$ cat src/rtl/ddrphy_cmd_pipe.sv
// DFI-to-DRAM command pipe: programmable extra latency, then a 1T/2T command
// shaper with a single output register on every pin and an issued-command counter.
module ddrphy_cmd_pipe #(
    parameter int CS_WIDTH   = 1,
    parameter int BA_WIDTH   = 3,
    parameter int ADDR_WIDTH = 14,
    parameter int MAX_LAT    = 4,
    localparam int LAT_W     = (MAX_LAT > 0) ? $clog2(MAX_LAT + 1) : 1
) (
    input  logic                  clk,
    input  logic                  rst,
    input  logic [LAT_W-1:0]      cfg_lat,
    input  logic                  cfg_2t,
    input  logic [CS_WIDTH-1:0]   dfi_cke,
    input  logic [CS_WIDTH-1:0]   dfi_cs_n,
    input  logic [CS_WIDTH-1:0]   dfi_odt,
    input  logic                  dfi_ras_n,
    input  logic                  dfi_cas_n,
    input  logic                  dfi_we_n,
    input  logic [BA_WIDTH-1:0]   dfi_ba,
    input  logic [ADDR_WIDTH-1:0] dfi_addr,
    output logic [CS_WIDTH-1:0]   cke,
    output logic [CS_WIDTH-1:0]   cs_n,
    output logic [CS_WIDTH-1:0]   odt,
    output logic                  ras_n,
    output logic                  cas_n,
    output logic                  we_n,
    output logic [BA_WIDTH-1:0]   ba,
    output logic [ADDR_WIDTH-1:0] addr,
    output logic                  cmd_err,
    output logic [15:0]           cmd_cnt
);

    // state | meaning
    // IDLE  | pass-through; a command at pipe exit is latched and sent with cs_n high
    // HOLD  | second 2T cycle: latched command driven with its cs_n; new commands dropped

    localparam int DEPTH = (MAX_LAT > 0) ? MAX_LAT : 1;

    typedef struct packed {
        logic [CS_WIDTH-1:0]   cke;
        logic [CS_WIDTH-1:0]   cs_n;
        logic [CS_WIDTH-1:0]   odt;
        logic                  ras_n;
        logic                  cas_n;
        logic                  we_n;
        logic [BA_WIDTH-1:0]   ba;
        logic [ADDR_WIDTH-1:0] addr;
    } cmd_t;

    typedef enum logic {IDLE, HOLD} state_t;

    function automatic cmd_t nop_cmd();
        cmd_t c;
        c       = '0;
        c.cs_n  = '1;
        c.ras_n = 1'b1;
        c.cas_n = 1'b1;
        c.we_n  = 1'b1;
        return c;
    endfunction

    cmd_t   dfi_in;
    cmd_t   pipe [DEPTH];
    cmd_t   pipe_exit;
    cmd_t   pin_nxt;
    cmd_t   held;
    state_t state, state_nxt;
    logic   exit_is_cmd;
    logic   held_load;
    logic   drop;
    logic   err_q;

    always_comb begin
        dfi_in.cke   = dfi_cke;
        dfi_in.cs_n  = dfi_cs_n;
        dfi_in.odt   = dfi_odt;
        dfi_in.ras_n = dfi_ras_n;
        dfi_in.cas_n = dfi_cas_n;
        dfi_in.we_n  = dfi_we_n;
        dfi_in.ba    = dfi_ba;
        dfi_in.addr  = dfi_addr;
    end

    always_ff @(posedge clk) begin
        if (rst) begin
            for (int i = 0; i < DEPTH; i++) pipe[i] <= nop_cmd();
        end else begin
            pipe[0] <= dfi_in;
            for (int i = 1; i < DEPTH; i++) pipe[i] <= pipe[i-1];
        end
    end

    // Picks stage cfg_lat-1; values above MAX_LAT saturate at the last stage.
    always_comb begin
        pipe_exit = dfi_in;
        for (int i = 0; i < MAX_LAT; i++) begin
            if (cfg_lat > LAT_W'(i)) pipe_exit = pipe[i];
        end
    end

    assign exit_is_cmd = ~&pipe_exit.cs_n;

    always_comb begin
        state_nxt = IDLE;
        pin_nxt   = pipe_exit;
        held_load = 1'b0;
        drop      = 1'b0;
        if (cfg_2t) begin
            case (state)
                IDLE: begin
                    pin_nxt.cs_n = '1;
                    if (exit_is_cmd) begin
                        held_load = 1'b1;
                        state_nxt = HOLD;
                    end
                end
                HOLD: begin
                    // cke/odt stay on the 1T path even while a command is held
                    pin_nxt.cs_n  = held.cs_n;
                    pin_nxt.ras_n = held.ras_n;
                    pin_nxt.cas_n = held.cas_n;
                    pin_nxt.we_n  = held.we_n;
                    pin_nxt.ba    = held.ba;
                    pin_nxt.addr  = held.addr;
                    drop          = exit_is_cmd;
                end
                default: state_nxt = IDLE;
            endcase
        end
    end

    always_ff @(posedge clk) begin
        if (rst) begin
            state   <= IDLE;
            held    <= nop_cmd();
            err_q   <= 1'b0;
            cmd_err <= 1'b0;
            cmd_cnt <= 16'd0;
            cke     <= '0;
            cs_n    <= '1;
            odt     <= '0;
            ras_n   <= 1'b1;
            cas_n   <= 1'b1;
            we_n    <= 1'b1;
            ba      <= '0;
            addr    <= '0;
        end else begin
            state <= state_nxt;
            if (held_load) held <= pipe_exit;
            // the drop is flagged one cycle after the held command reaches the pins
            err_q   <= drop;
            cmd_err <= err_q;
            if (~&pin_nxt.cs_n) cmd_cnt <= cmd_cnt + 16'd1;
            cke     <= pin_nxt.cke;
            cs_n    <= pin_nxt.cs_n;
            odt     <= pin_nxt.odt;
            ras_n   <= pin_nxt.ras_n;
            cas_n   <= pin_nxt.cas_n;
            we_n    <= pin_nxt.we_n;
            ba      <= pin_nxt.ba;
            addr    <= pin_nxt.addr;
        end
    end

endmodule

$ cat config.mk
export PLATFORM = sky130hd
export DESIGN_NAME = ddrphy_cmd_pipe
export DESIGN_NICKNAME = d
export VERILOG_FILES = /design/src/rtl/ddrphy_cmd_pipe.sv
export SDC_FILE = /design/constraint.sdc
export NUM_CORES = 1
export LEC_CHECK = 0
export CORE_MARGIN = 4
export CORE_UTILIZATION = 54
export CTS_CLUSTER_SIZE = 16
export DETAILED_ROUTE_END_ITERATION = 10
export GPL_ROUTABILITY_DRIVEN = 0
export PLACE_DENSITY = 0.78
export SYNTH_ARGS = -nofsm -noshare
export SYNTH_HDL_FRONTEND = slang
export SYNTH_SLANG_ARGS = --single-unit
$ cat constraint.sdc
create_clock -name clk -period 2.1 [get_ports clk]
set_input_delay 0.525 -clock clk [delete_from_list [all_inputs] [get_ports clk]]
set_output_delay 0.525 -clock clk [all_outputs]
set_load 0.005 [all_outputs]
==> impl_metrics.env <==
export IMPL_synth_edff_count=0
export IMPL_holdBufCountCts=0
export IMPL_skew_ns=0.00820
export IMPL_p_clk_share_pct=48.2
export IMPL_syn_inst=485
export IMPL_htreeDepth=4
export IMPL_power_leakage_nw=2.66
export IMPL_max_freq_ghz=0.492
export IMPL_p_switching_mw=1.41
export IMPL_antenna_found_initial=0
export IMPL_postCtsSetupBuffers=0
export IMPL_slew_violations=0
export IMPL_power_frac_comb_pct=6.3
export IMPL_grt_usage_pct=19.4
export IMPL_cellInternalPower_mw=5.32
export IMPL_rsz0062_at_grt="no"
export IMPL_diodes=0
export IMPL_whs_ns=0.417
export IMPL_period_minus_slack_ns=2.03
export IMPL_cp_max_fo=5
export IMPL_cts_tree="done"
export IMPL_place_ws_ns=-0.217
export IMPL_setup_slack_ns=0.0667
export IMPL_synth_seq_cells=155
export IMPL_place_inst=679
export IMPL_cts_sinks=155
export IMPL_wl_per_cell_um=15.2
export IMPL_peakVddDrop_uv=602
export IMPL_grt_max_degree=46
export IMPL_area_growth_pct=28.4
export IMPL_ys_flop_type="dfxtp_1"
export IMPL_relSlewSlack_pct=71.0
export IMPL_cp_start_kind="register"
export IMPL_nets=595
export IMPL_syn_area_um2=5510
export IMPL_stdcell_count=711
export IMPL_cts_clk_slew_worst_paths_ns=0.06
export IMPL_rows=36
export IMPL_syn_nets=515
export IMPL_port_buffers=68
export IMPL_core_um2=9860
export IMPL_synth_async_sr_flop_share_pct=0
export IMPL_synth_avg_cell_area_um2=11.4
export IMPL_finalSetupViolations=0
export IMPL_drc_errors=0
export IMPL_switching_share_pct=21.0
export IMPL_drtPass1Iterations=4
export IMPL_insertion_delay_ns=0.53
export IMPL_cap_violations=0
export IMPL_tightest_slew_ns=0.435
export IMPL_yosys_area_top_type="dfxtp_1"
export IMPL_synth_top_cell_area_share_pct=56.3
export IMPL_die_w_um=109
export IMPL_ios=69
export IMPL_post_route_period_util_pct=96.8
export IMPL_ys_seq_area_share_pct=56.3
export IMPL_viasPerCell=5.31
export IMPL_vias=3777
export IMPL_path_class="reg2out"
export IMPL_min_path_type="in2reg"
export IMPL_drt_iter0_drc=160
export IMPL_post_cts_resized=1
export IMPL_grt_pass1_wl_mm=17.4
export IMPL_status="finished clean"
export IMPL_grt_ovfl_total=0
export IMPL_ant_nets=0
export IMPL_root_buffer="clkbuf_8"
export IMPL_drive_gt1_share_pct=18.3
export IMPL_dp_hpwl_mm=7.21
export IMPL_die_h_um=109
export IMPL_p_per_area_nw_per_um2=952
export IMPL_total_power_mw=6.73
export IMPL_arrival_ns=1.51
export IMPL_cts_buffers=17
export IMPL_synth_cell_type_count=38
export IMPL_synthTopCellsByArea="dfxtp_1 56%, nor2b_1 9.2%, mux4_2 9.0%"
export IMPL_required_ns=1.57
export IMPL_ctsLongestPathBuffers=2
export IMPL_yosys_warnings=0
export IMPL_die_area_um2=11900
export IMPL_setup_tns_ns=0
export IMPL_start_util_pct=55.9
export IMPL_end_kind="primary output"
export IMPL_finalHoldViolations=0
export IMPL_drt_wl_total_mm=10.8
export IMPL_p_seq_share_pct=45.5
export IMPL_grt_pass1_vias=3584
==> cell usage in the layout (no fill, tap or decap), drive strengths merged, types with 2 or more instances in the layout <==
master,instances
mux2i,24
inv,6
nand2,22
nand4,3
or2,19
mux2,2
clkinv,7
o2bb2ai,16
a21boi,4
buf,26
clkdlybuf4s50,66
dfxtp,155
o21ai,26
clkbuf,17
nand3,9
or4,3
a22o,2
o31ai,3
a22oi,4
bufinv,5
nor2,18
or3,7
xnor2,3
a21oi,18
mux4,22
nor2b,81
nand2b,3
==> worst max-delay path: stages (launching register included) <==
cell and delay [ns]:
dfxtp_1 0.35, buf_4 0.15, clkdlybuf4s50_1 0.50
==> cells by family after synthesis <==
group	after synthesis	synth area share [%]
simple gates	168	17.2
buf+inv	35	2.88
flops	155	56.3
mux	48	13.8
xor+xnor	3	0.477
fa+ha+maj	1	0.227
compound gates	75	9.08
==> sequential cells by signal, summed over array words and instances (netlist names), 3 cells and up <==
name,cells
addr,14
ba,3
cmd_cnt,16
held,21
pipe,92
==> power groups by stage <==
stage / sequential, mW / combinational (mW) / clock (mW)
2_1_floorplan: 3.12 / 0.247 / 0
3_3_place_gp: 3.12 / 0.415 / 0
3_5_place_dp: 3.13 / 0.424 / 0
4_1_cts: 3.06 / 0.429 / 3.29
5_1_grt: 3.07 / 0.462 / 3.42
6_report: 3.06 / 0.426 / 3.24
==> layer usage <==
metal	share of wire, %	global-route usage [%]
met5	0	0
met4	0.93	6.67
met3	5.3	6.34
met2	47	29.4
met1	47	26.1
==> final timing paths <==
kind	startpoint	to	slack, ns	cells after the start
max	cmd_cnt[3]	cmd_cnt[3]	0.07	2
min	rst	held[0]	0.42	2
max reg2reg	cmd_cnt[4]	cmd_cnt[10]	0.26	5
min reg2reg	pipe[1][18]	pipe[2][18]	0.44	1
==> area by class of cell <==
class | count | area, um2
clock buffer | 17 | 414
inverter | 4 | 15.0
sequential | 155 | 3100
multi-input combinational | 295 | 2250
timing repair buffer | 92 | 903
fill | 675 | 2790
clock inverter | 15 | 221
tap | 133 | 166
==> synthesized netlist by cell type (7+ instances only) <==
cell	n
nand3_1	9
nor2_1	18
or2_2	19
mux2i_1	23
nand2_1	22
dfxtp_1	155
buf_2	7
or3_1	7
nor2b_1	81
o2bb2ai_1	16
a21oi_1	18
mux4_2	22
clkbuf_1	20
o21ai_0	24
==> through the flow <==
| stage | util (%) | cell area [um2] |
|---|---|---|
| final | 71.7 | 7070 |
| after global routing | 71.7 | 7070 |
| after CTS | 71.7 | 7070 |
| after detailed placement | 65.2 | 6440 |
| after global placement | 65.2 | 6440 |
| after floorplan | - | 5510 |
Power figures use the tool's default switching activity.
